<file path="src/rtl/wishbone_master_if_pkg.sv">
// ---------------------------------------------------------------------------
// wishbone_master_if_pkg
// Shared definitions for the CPU-side Wishbone initiator:
//   - bus widths and the zero word
//   - FSM state encoding (IDLE / BUSY / DONE, 2 bits)
//   - packed request payload registered onto the bus
//   - helper selecting what a completed transfer returns to the CPU
// ---------------------------------------------------------------------------
package wishbone_master_if_pkg;

  localparam int unsigned REG_BUS_W = 32;
  localparam int unsigned SEL_W     = 4;

  localparam logic [REG_BUS_W-1:0] ZERO_WORD = '0;

  // Bus master FSM states.
  typedef enum logic [1:0] {
    WB_IDLE = 2'b00,
    WB_BUSY = 2'b01,
    WB_DONE = 2'b10
  } wb_state_e;

  // Request payload held stable on the bus for the whole cycle.
  typedef struct packed {
    logic [REG_BUS_W-1:0] addr;
    logic [REG_BUS_W-1:0] data;
    logic                 we;
    logic [SEL_W-1:0]     sel;
  } wb_req_t;

  localparam wb_req_t WB_REQ_RESET = '0;

  // Writes return nothing to the pipeline; reads return the slave data.
  function automatic logic [REG_BUS_W-1:0] read_capture(
    input logic                 we,
    input logic [REG_BUS_W-1:0] dat
  );
    return we ? ZERO_WORD : dat;
  endfunction

endpackage : wishbone_master_if_pkg

</file>
<file path="src/rtl/wishbone_master_if_if.sv">
// ---------------------------------------------------------------------------
// wishbone_master_if_if
// Classic Wishbone bus bundle between the CPU initiator and a slave.
//   wishbone_addr_o  32  bus address          (master -> slave)
//   wishbone_data_o  32  bus write data       (master -> slave)
//   wishbone_we_o     1  write enable         (master -> slave)
//   wishbone_sel_o    4  byte selects         (master -> slave)
//   wishbone_stb_o    1  strobe               (master -> slave)
//   wishbone_cyc_o    1  cycle                (master -> slave)
//   wishbone_data_i  32  read data            (slave -> master)
//   wishbone_ack_i    1  acknowledge          (slave -> master)
// Signal names are seen from the master side.
// ---------------------------------------------------------------------------
interface wishbone_master_if_if;
  import wishbone_master_if_pkg::*;

  logic [REG_BUS_W-1:0] wishbone_addr_o;
  logic [REG_BUS_W-1:0] wishbone_data_o;
  logic                 wishbone_we_o;
  logic [SEL_W-1:0]     wishbone_sel_o;
  logic                 wishbone_stb_o;
  logic                 wishbone_cyc_o;
  logic [REG_BUS_W-1:0] wishbone_data_i;
  logic                 wishbone_ack_i;

  modport master (
    output wishbone_addr_o,
    output wishbone_data_o,
    output wishbone_we_o,
    output wishbone_sel_o,
    output wishbone_stb_o,
    output wishbone_cyc_o,
    input  wishbone_data_i,
    input  wishbone_ack_i
  );

  modport slave (
    input  wishbone_addr_o,
    input  wishbone_data_o,
    input  wishbone_we_o,
    input  wishbone_sel_o,
    input  wishbone_stb_o,
    input  wishbone_cyc_o,
    output wishbone_data_i,
    output wishbone_ack_i
  );

endinterface : wishbone_master_if_if

</file>
<file path="src/rtl/wishbone_master_if.sv">
// ---------------------------------------------------------------------------
// wishbone_master_if
// Initiator end of the CPU Wishbone bus. Turns one pipeline memory request
// into a single classic Wishbone cycle, stalls the pipeline until the cycle
// ends, then holds the read data until the consuming stage takes it.
// Flushes never abort a running cycle; a timeout bounds slaves that never ack.
//
// Ports:
//   clk, rst      clock (rising edge), asynchronous active-high reset
//   cpu_ce_i      request valid
//   cpu_addr_i    byte address
//   cpu_data_i    write data
//   cpu_we_i      1 = write
//   cpu_sel_i     byte lanes
//   stall_i       consuming stage held this cycle
//   flush_i       pipeline flush
//   cpu_data_o    read data to the CPU (valid in DONE, else 0)
//   stallreq_o    stall request (combinational)
//   err_o         one-cycle pulse after a timeout
//   wb            Wishbone master modport
// ---------------------------------------------------------------------------
module wishbone_master_if
  import wishbone_master_if_pkg::*;
#(
  parameter int unsigned TIMEOUT_CYCLES = 255,
  parameter int unsigned CNT_W          = 8
) (
  input  logic                 clk,
  input  logic                 rst,

  input  logic                 cpu_ce_i,
  input  logic [REG_BUS_W-1:0] cpu_addr_i,
  input  logic [REG_BUS_W-1:0] cpu_data_i,
  input  logic                 cpu_we_i,
  input  logic [SEL_W-1:0]     cpu_sel_i,
  input  logic                 stall_i,
  input  logic                 flush_i,

  output logic [REG_BUS_W-1:0] cpu_data_o,
  output logic                 stallreq_o,
  output logic                 err_o,

  wishbone_master_if_if.master wb
);

  // A zero TIMEOUT_CYCLES disables the abort; the counter then just saturates.
  localparam bit TO_EN = (TIMEOUT_CYCLES != 0);
  localparam logic [CNT_W-1:0] CNT_LAST =
    TO_EN ? CNT_W'(TIMEOUT_CYCLES - 1) : {CNT_W{1'b1}};

  wb_state_e            state_q,   state_d;
  wb_req_t              req_q,     req_d;
  logic                 stb_q,     stb_d;
  logic                 cyc_q,     cyc_d;
  logic [CNT_W-1:0]     cnt_q,     cnt_d;
  logic                 flushed_q, flushed_d;
  logic [REG_BUS_W-1:0] rd_buf_q,  rd_buf_d;
  logic                 err_q,     err_d;

  logic                 start_c;
  logic                 timeout_c;
  logic                 flush_seen_c;

  assign start_c      = cpu_ce_i & ~flush_i;
  assign timeout_c    = TO_EN && (cnt_q == CNT_LAST);
  // A flush arriving on the completing edge still discards the result.
  assign flush_seen_c = flushed_q | flush_i;

  // State and datapath registers.
  always_ff @(posedge clk or posedge rst) begin
    if (rst) begin
      state_q   <= WB_IDLE;
      req_q     <= WB_REQ_RESET;
      stb_q     <= 1'b0;
      cyc_q     <= 1'b0;
      cnt_q     <= '0;
      flushed_q <= 1'b0;
      rd_buf_q  <= ZERO_WORD;
      err_q     <= 1'b0;
    end else begin
      state_q   <= state_d;
      req_q     <= req_d;
      stb_q     <= stb_d;
      cyc_q     <= cyc_d;
      cnt_q     <= cnt_d;
      flushed_q <= flushed_d;
      rd_buf_q  <= rd_buf_d;
      err_q     <= err_d;
    end
  end

  // Next-state, datapath updates and pipeline-side outputs.
  always_comb begin
    state_d    = state_q;
    req_d      = req_q;
    stb_d      = stb_q;
    cyc_d      = cyc_q;
    cnt_d      = cnt_q;
    flushed_d  = flushed_q;
    rd_buf_d   = rd_buf_q;
    err_d      = 1'b0;
    stallreq_o = 1'b0;
    cpu_data_o = ZERO_WORD;

    case (state_q)
      WB_IDLE: begin
        // Acks arriving here are stale (late or after reset) and are dropped.
        stallreq_o = start_c;
        if (start_c) begin
          req_d.addr = cpu_addr_i;
          req_d.data = cpu_data_i;
          req_d.we   = cpu_we_i;
          req_d.sel  = cpu_sel_i;
          stb_d      = 1'b1;
          cyc_d      = 1'b1;
          cnt_d      = '0;
          flushed_d  = 1'b0;
          state_d    = WB_BUSY;
        end
      end

      WB_BUSY: begin
        stallreq_o = 1'b1;
        flushed_d  = flush_seen_c;
        if (cnt_q != CNT_LAST) begin
          cnt_d = cnt_q + CNT_W'(1);
        end
        if (wb.wishbone_ack_i) begin
          // Ack beats a simultaneous timeout.
          rd_buf_d  = read_capture(req_q.we, wb.wishbone_data_i);
          stb_d     = 1'b0;
          cyc_d     = 1'b0;
          req_d.we  = 1'b0;
          req_d.sel = '0;
          state_d   = flush_seen_c ? WB_IDLE : WB_DONE;
        end else if (timeout_c) begin
          rd_buf_d  = ZERO_WORD;
          stb_d     = 1'b0;
          cyc_d     = 1'b0;
          req_d.we  = 1'b0;
          req_d.sel = '0;
          err_d     = 1'b1;
          state_d   = flush_seen_c ? WB_IDLE : WB_DONE;
        end
      end

      WB_DONE: begin
        // Result stays visible until consumed; no new request starts here.
        cpu_data_o = rd_buf_q;
        if (!stall_i || flush_i) begin
          state_d = WB_IDLE;
        end
      end

      default: begin
        state_d = WB_IDLE;
      end
    endcase
  end

  assign err_o              = err_q;
  assign wb.wishbone_addr_o = req_q.addr;
  assign wb.wishbone_data_o = req_q.data;
  assign wb.wishbone_we_o   = req_q.we;
  assign wb.wishbone_sel_o  = req_q.sel;
  assign wb.wishbone_stb_o  = stb_q;
  assign wb.wishbone_cyc_o  = cyc_q;

endmodule : wishbone_master_if

</file>
<file path="src/flat_wrapper.sv">
// flat-port wrapper written by rule: the top's interface ports become plain ports
module wishbone_master_if_flat import wishbone_master_if_pkg::*;
#(
  parameter int unsigned TIMEOUT_CYCLES = 255,
  parameter int unsigned CNT_W          = 8
)
  (clk, rst, cpu_ce_i, cpu_addr_i, cpu_data_i, cpu_we_i, cpu_sel_i, stall_i, flush_i, cpu_data_o, stallreq_o, err_o, wb_wishbone_addr_o, wb_wishbone_data_o, wb_wishbone_we_o, wb_wishbone_sel_o, wb_wishbone_stb_o, wb_wishbone_cyc_o, wb_wishbone_data_i, wb_wishbone_ack_i);
  wishbone_master_if_if wb_i ();
  input  logic clk;
  input  logic rst;
  input  logic cpu_ce_i;
  input  logic [REG_BUS_W-1:0] cpu_addr_i;
  input  logic [REG_BUS_W-1:0] cpu_data_i;
  input  logic cpu_we_i;
  input  logic [SEL_W-1:0] cpu_sel_i;
  input  logic stall_i;
  input  logic flush_i;
  output logic [REG_BUS_W-1:0] cpu_data_o;
  output logic stallreq_o;
  output logic err_o;
  output wire logic [$bits(wb_i.wishbone_addr_o)-1:0] wb_wishbone_addr_o;
  output wire logic [$bits(wb_i.wishbone_data_o)-1:0] wb_wishbone_data_o;
  output wire logic [$bits(wb_i.wishbone_we_o)-1:0] wb_wishbone_we_o;
  output wire logic [$bits(wb_i.wishbone_sel_o)-1:0] wb_wishbone_sel_o;
  output wire logic [$bits(wb_i.wishbone_stb_o)-1:0] wb_wishbone_stb_o;
  output wire logic [$bits(wb_i.wishbone_cyc_o)-1:0] wb_wishbone_cyc_o;
  input wire logic [$bits(wb_i.wishbone_data_i)-1:0] wb_wishbone_data_i;
  input wire logic [$bits(wb_i.wishbone_ack_i)-1:0] wb_wishbone_ack_i;
  assign wb_wishbone_addr_o = wb_i.wishbone_addr_o;
  assign wb_wishbone_data_o = wb_i.wishbone_data_o;
  assign wb_wishbone_we_o = wb_i.wishbone_we_o;
  assign wb_wishbone_sel_o = wb_i.wishbone_sel_o;
  assign wb_wishbone_stb_o = wb_i.wishbone_stb_o;
  assign wb_wishbone_cyc_o = wb_i.wishbone_cyc_o;
  assign wb_i.wishbone_data_i = wb_wishbone_data_i;
  assign wb_i.wishbone_ack_i = wb_wishbone_ack_i;
  wishbone_master_if #(.TIMEOUT_CYCLES(TIMEOUT_CYCLES), .CNT_W(CNT_W)) u_core (.clk(clk), .rst(rst), .cpu_ce_i(cpu_ce_i), .cpu_addr_i(cpu_addr_i), .cpu_data_i(cpu_data_i), .cpu_we_i(cpu_we_i), .cpu_sel_i(cpu_sel_i), .stall_i(stall_i), .flush_i(flush_i), .cpu_data_o(cpu_data_o), .stallreq_o(stallreq_o), .err_o(err_o), .wb(wb_i));
endmodule
</file>
<file path="config.mk">
export PLATFORM = sky130hd
export DESIGN_NAME = wishbone_master_if_flat
export DESIGN_NICKNAME = d
export VERILOG_FILES = /design/src/rtl/wishbone_master_if_pkg.sv /design/src/rtl/wishbone_master_if_if.sv /design/src/rtl/wishbone_master_if.sv /design/src/flat_wrapper.sv
export SDC_FILE = /design/constraint.sdc
export NUM_CORES = 1
export LEC_CHECK = 0
export BUFFER_PORTS_ARGS = -buffer_cell sky130_fd_sc_hd__buf_2
export CAP_MARGIN = 20
export CORE_ASPECT_RATIO = 0.7
export CORE_UTILIZATION = 30
export CTS_BUF_LIST = sky130_fd_sc_hd__clkbuf_16
export CTS_CLUSTER_DIAMETER = 80
export CTS_CLUSTER_SIZE = 10
export DETAILED_ROUTE_END_ITERATION = 8
export PLACE_DENSITY = 0.68
export SYNTH_ARGS = -nofsm -noshare
export SYNTH_HDL_FRONTEND = slang
export SYNTH_SLANG_ARGS = --single-unit
</file>
<file path="constraint.sdc">
create_clock -name clk -period 3.85 [get_ports clk]
set_clock_uncertainty 0.05 [all_clocks]
set_input_delay 0.77 -clock clk [delete_from_list [all_inputs] [get_ports clk]]
set_output_delay 0.77 -clock clk [all_outputs]
set_load 0.05 [all_outputs]
</file>
==> results.sh <==
export IMPL_run_status="complete, no violations"
export IMPL_finalWirelength_mm=10.8
export IMPL_yosys_mux_area_fraction_pct=15.7
export IMPL_mostFrequentLayoutCells="sky130_fd_sc_hd__buf_2 (211), sky130_fd_sc_hd__dfrtp_1 (114), sky130_fd_sc_hd__mux2_2 (59)"
export IMPL_grt_pass1_wl_mm=17.5
export IMPL_initial_antenna_violation_count=0
export IMPL_ir_drop_mv=0.400
export IMPL_timing_reg2reg_worst_path_depth=6
export IMPL_die_span_in_y_microns=106
export IMPL_synth_edf_count=0
export IMPL_timing_worst_slew_pin_value_ps=714
export IMPL_number_of_endpoints_with_negative_hold_slack_in_the_final_report=0
export IMPL_timing_critical_path_from_type="flop"
export IMPL_post_synth_main_area_contributors="sky130_fd_sc_hd__dfrtp_1 (61%), sky130_fd_sc_hd__mux2_2 (14%), sky130_fd_sc_hd__a22o_1 (7.2%), sky130_fd_sc_hd__and2_1 (4.3%), sky130_fd_sc_hd__buf_6 (2.7%)"
export IMPL_post_route_drc_count=0
export IMPL_max_clock_freq_mhz=390
export IMPL_area_growth_synth_to_final_pct=38.3
export IMPL_insertedDiodeCount=0
export IMPL_cts_htree_levels=4
export IMPL_cp_arrival_ps=1740
export IMPL_finalWeightedCongestion=0.744
export IMPL_via_count_of_the_first_global_routing_pass=3527
export IMPL_synth_top_family_by_area="multiplexers"
export IMPL_insertion_delay_ps=400
export IMPL_ctsLongestPathBuffers=2
export IMPL_place_port_buffers=211
export IMPL_fill_cells=1396
export IMPL_global_route_overflow_total=0
export IMPL_gates_resized_cts_repair=0
export IMPL_cts_tree="yes"
export IMPL_place_detailed_instances=715
export IMPL_post_synth_top_area_fraction_pct=61.5
export IMPL_cp_launch_point="u_core.state_q[0]$_DFFE_PP0P_"
export IMPL_ff2ff_setup_slack_ps=1790
export IMPL_design_final_nets=649
export IMPL_worst_r2r_endpoint="u_core.rd_buf_q[0]$_DFFE_PP0P_"
export IMPL_worst_r2r_startpoint="u_core.cnt_q[0]$_DFFE_PP0P_"
export IMPL_synthSimpleGateAreaFrac_pct=8.01
export IMPL_final_setup_tns_ps=0
export IMPL_syn_instance_count=324
export IMPL_power_static_leakage_nw=3.27
export IMPL_ant_nets=0
export IMPL_placed_area_sq_um=5840
export IMPL_timing_final_crit_share_pct=66.6
export IMPL_post_cts_setup_repair_buffer_count=0
export IMPL_drt_pass1_iterations=5
export IMPL_finalSetupViolCount=0
export IMPL_layoutNonFillerInstCount=747
export IMPL_viasPerCell=4.63
export IMPL_post_synth_fa_ha_maj_area_fraction_pct=0.539
export IMPL_mostFrequentLayoutCell="sky130_fd_sc_hd__buf_2"
export IMPL_endpoint="cpu_data_o[27]"
export IMPL_syn_nets=433
export IMPL_yosys_reg_bits=114
export IMPL_critical_path_peak_fanout=33
export IMPL_dr_total_vias=3461
export IMPL_mappedNetlistArea_sq_um=4640
export IMPL_seq_area_frac_synth_pct=61.5
export IMPL_synth_compound_gate_area_share_pct=10.0
export IMPL_ctsRootBufferMaster="sky130_fd_sc_hd__clkbuf_16"
export IMPL_maxSlewHeadroom_pct=52.4
export IMPL_grt_usage_pct=14.1
export IMPL_setup_worst_path_class="flop to output pin"
export IMPL_yosys_warnings=0
export IMPL_fp_dieArea_sq_um=16000
export IMPL_rsz0062_at_grt="false"
export IMPL_synth_top_cell_by_area="sky130_fd_sc_hd__dfrtp_1"
export IMPL_synth_ff_type="sky130_fd_sc_hd__dfrtp_1"
export IMPL_number_of_clock_sinks=114
export IMPL_final_layout_size_suffix_gt1_share_pct=56.0
export IMPL_floorplan_rows=37
export IMPL_area_of_all_placed_cells_without_fillers_sq_um=6420
export IMPL_synth_xor_xnor_area_share_pct=0.377
export IMPL_cts_hold_buffers=0
export IMPL_power_density_nw_per_um2=722
export IMPL_dpl_hpwl_mm=7.74
export IMPL_detail_route_wl_per_cell_microns=14.5
export IMPL_post_synth_num_cell_types=39
export IMPL_timing_max_cap_violations=0
export IMPL_avgSynthCellArea_sq_um=14.3
export IMPL_pin_count=212
export IMPL_critPathRequiredTime_ps=3030
export IMPL_setup_crit_end_kind="output pin"
export IMPL_finalCriticalPeriod_ps=2560
export IMPL_die_x_microns=151
export IMPL_drt_first_iter_violations=118
export IMPL_clk_pin_slew_worst_paths_ps=50
export IMPL_worst_hold_path_class="input port to asynchronous set/reset pin"
export IMPL_grt_max_degree=63
export IMPL_initial_utilization_pct=31.1
export IMPL_drv_slew=0
export IMPL_asyncSetResetFlopFracSynth_pct=100
export IMPL_report_power_total_mw=4.63
export IMPL_numCtsBuffers=17
export IMPL_placeableCoreArea_sq_um=14900
## through the flow
stage	hold WS, ps	util [%]	setup slack, ps
floorplan	383	-	14.3
finish	419	43.1	1290
detailed placement	424	39.2	1380
CTS	435	42.9	1280
global placement	394	39.2	1400
global route	446	43.1	1150
## how the worst min path moves through the flow
stage / cells past startpoint / slack, ps / endpoint / startpoint
5_1_grt: 1 / 450 / u_core.wb.wishbone_data_o[14]$_DFFE_PP0P_ / u_core.wb.wishbone_data_o[14]$_DFFE_PP0P_
3_3_place_gp: 1 / 390 / u_core.state_q[1]$_DFFE_PP0P_ / u_core.flushed_q$_DFFE_PP0P_
4_1_cts: 1 / 440 / u_core.state_q[1]$_DFFE_PP0P_ / u_core.flushed_q$_DFFE_PP0P_
6_report: 2 / 420 / u_core.wb.wishbone_data_o[14]$_DFFE_PP0P_ / rst
3_5_place_dp: 1 / 420 / u_core.wb.wishbone_data_o[14]$_DFFE_PP0P_ / u_core.wb.wishbone_data_o[14]$_DFFE_PP0P_
2_1_floorplan: 1 / 380 / u_core.state_q[1]$_DFFE_PP0P_ / u_core.flushed_q$_DFFE_PP0P_
## synthesized netlist by cell type, types with 2 or more instances
| cell type | number |
|---|---|
| sky130_fd_sc_hd__dfrtp_1 | 114 |
| sky130_fd_sc_hd__mux2_2 | 59 |
| sky130_fd_sc_hd__a22o_1 | 38 |
| sky130_fd_sc_hd__and2_1 | 32 |
| sky130_fd_sc_hd__buf_6 | 11 |
| sky130_fd_sc_hd__nor2_1 | 9 |
| sky130_fd_sc_hd__inv_1 | 6 |
| sky130_fd_sc_hd__a21oi_1 | 5 |
| sky130_fd_sc_hd__mux2_1 | 5 |
| sky130_fd_sc_hd__nand2_1 | 5 |
| sky130_fd_sc_hd__buf_2 | 3 |
| sky130_fd_sc_hd__clkbuf_1 | 3 |
| sky130_fd_sc_hd__nand3_1 | 3 |
| sky130_fd_sc_hd__a21o_1 | 2 |
| sky130_fd_sc_hd__ha_1 | 2 |
| sky130_fd_sc_hd__nand2b_1 | 2 |
| sky130_fd_sc_hd__o21a_1 | 2 |
| sky130_fd_sc_hd__o2bb2ai_1 | 2 |
## registers in the layout, summed over array words and instances (netlist names)
name / count
u_core.wb.wishbone_data_o: 32
u_core.flushed_q: 1
u_core.wb.wishbone_stb_o: 1
u_core.rd_buf_q: 32
u_core.cnt_q: 8
u_core.wb.wishbone_sel_o: 4
u_core.wb.wishbone_we_o: 1
u_core.wb.wishbone_addr_o: 32
u_core.state_q: 2
u_core.err_o: 1
## cell type report
class                           count  area [sq um]  area share, %
Clock buffer                       17           425           6.63
Clock inverter                     14           125           1.95
Inverter                            6          25.0          0.390
Multi-Input combinational cell    186          1620           25.2
Sequential cell                   114          2850           44.4
Tap cell                          195           244           3.80
Timing Repair Buffer              215          1130           17.6
## worst max-delay path, cell delays in order (launching register included)
cell and delay, ps:
sky130_fd_sc_hd__dfrtp_1 460, sky130_fd_sc_hd__nor2b_1 140, sky130_fd_sc_hd__buf_4 280, sky130_fd_sc_hd__and2_1 180, sky130_fd_sc_hd__buf_2 270
## metal layers
metal | up-vias | global-route usage (%) | share of wire [%]
li1 | 1589 | - | -
met1 | 1722 | 17.9 | 45
met2 | 137 | 22.1 | 46
met3 | 13 | 4.72 | 7.9
met4 | 0 | 5.36 | 1.1
met5 | - | 0 | 0
## cell families after synthesis
logic type                 Yosys count
xor gates and xnor gates             2
muxes                               65
DFF                                114
buffers and inverters               24
AOI/OAI and AO/OA                   56
adders and majority gates            2
and+or+nand+nor                     61
## report_power, final
group | switching [mW] | internal [mW] | total (mW)
Clock | 0.538 | 0.934 | 1.47
Sequential | 0.177 | 1.51 | 1.68
Combinational | 1.04 | 0.439 | 1.48
No activity file was read; power rests on OpenSTA's default activity.
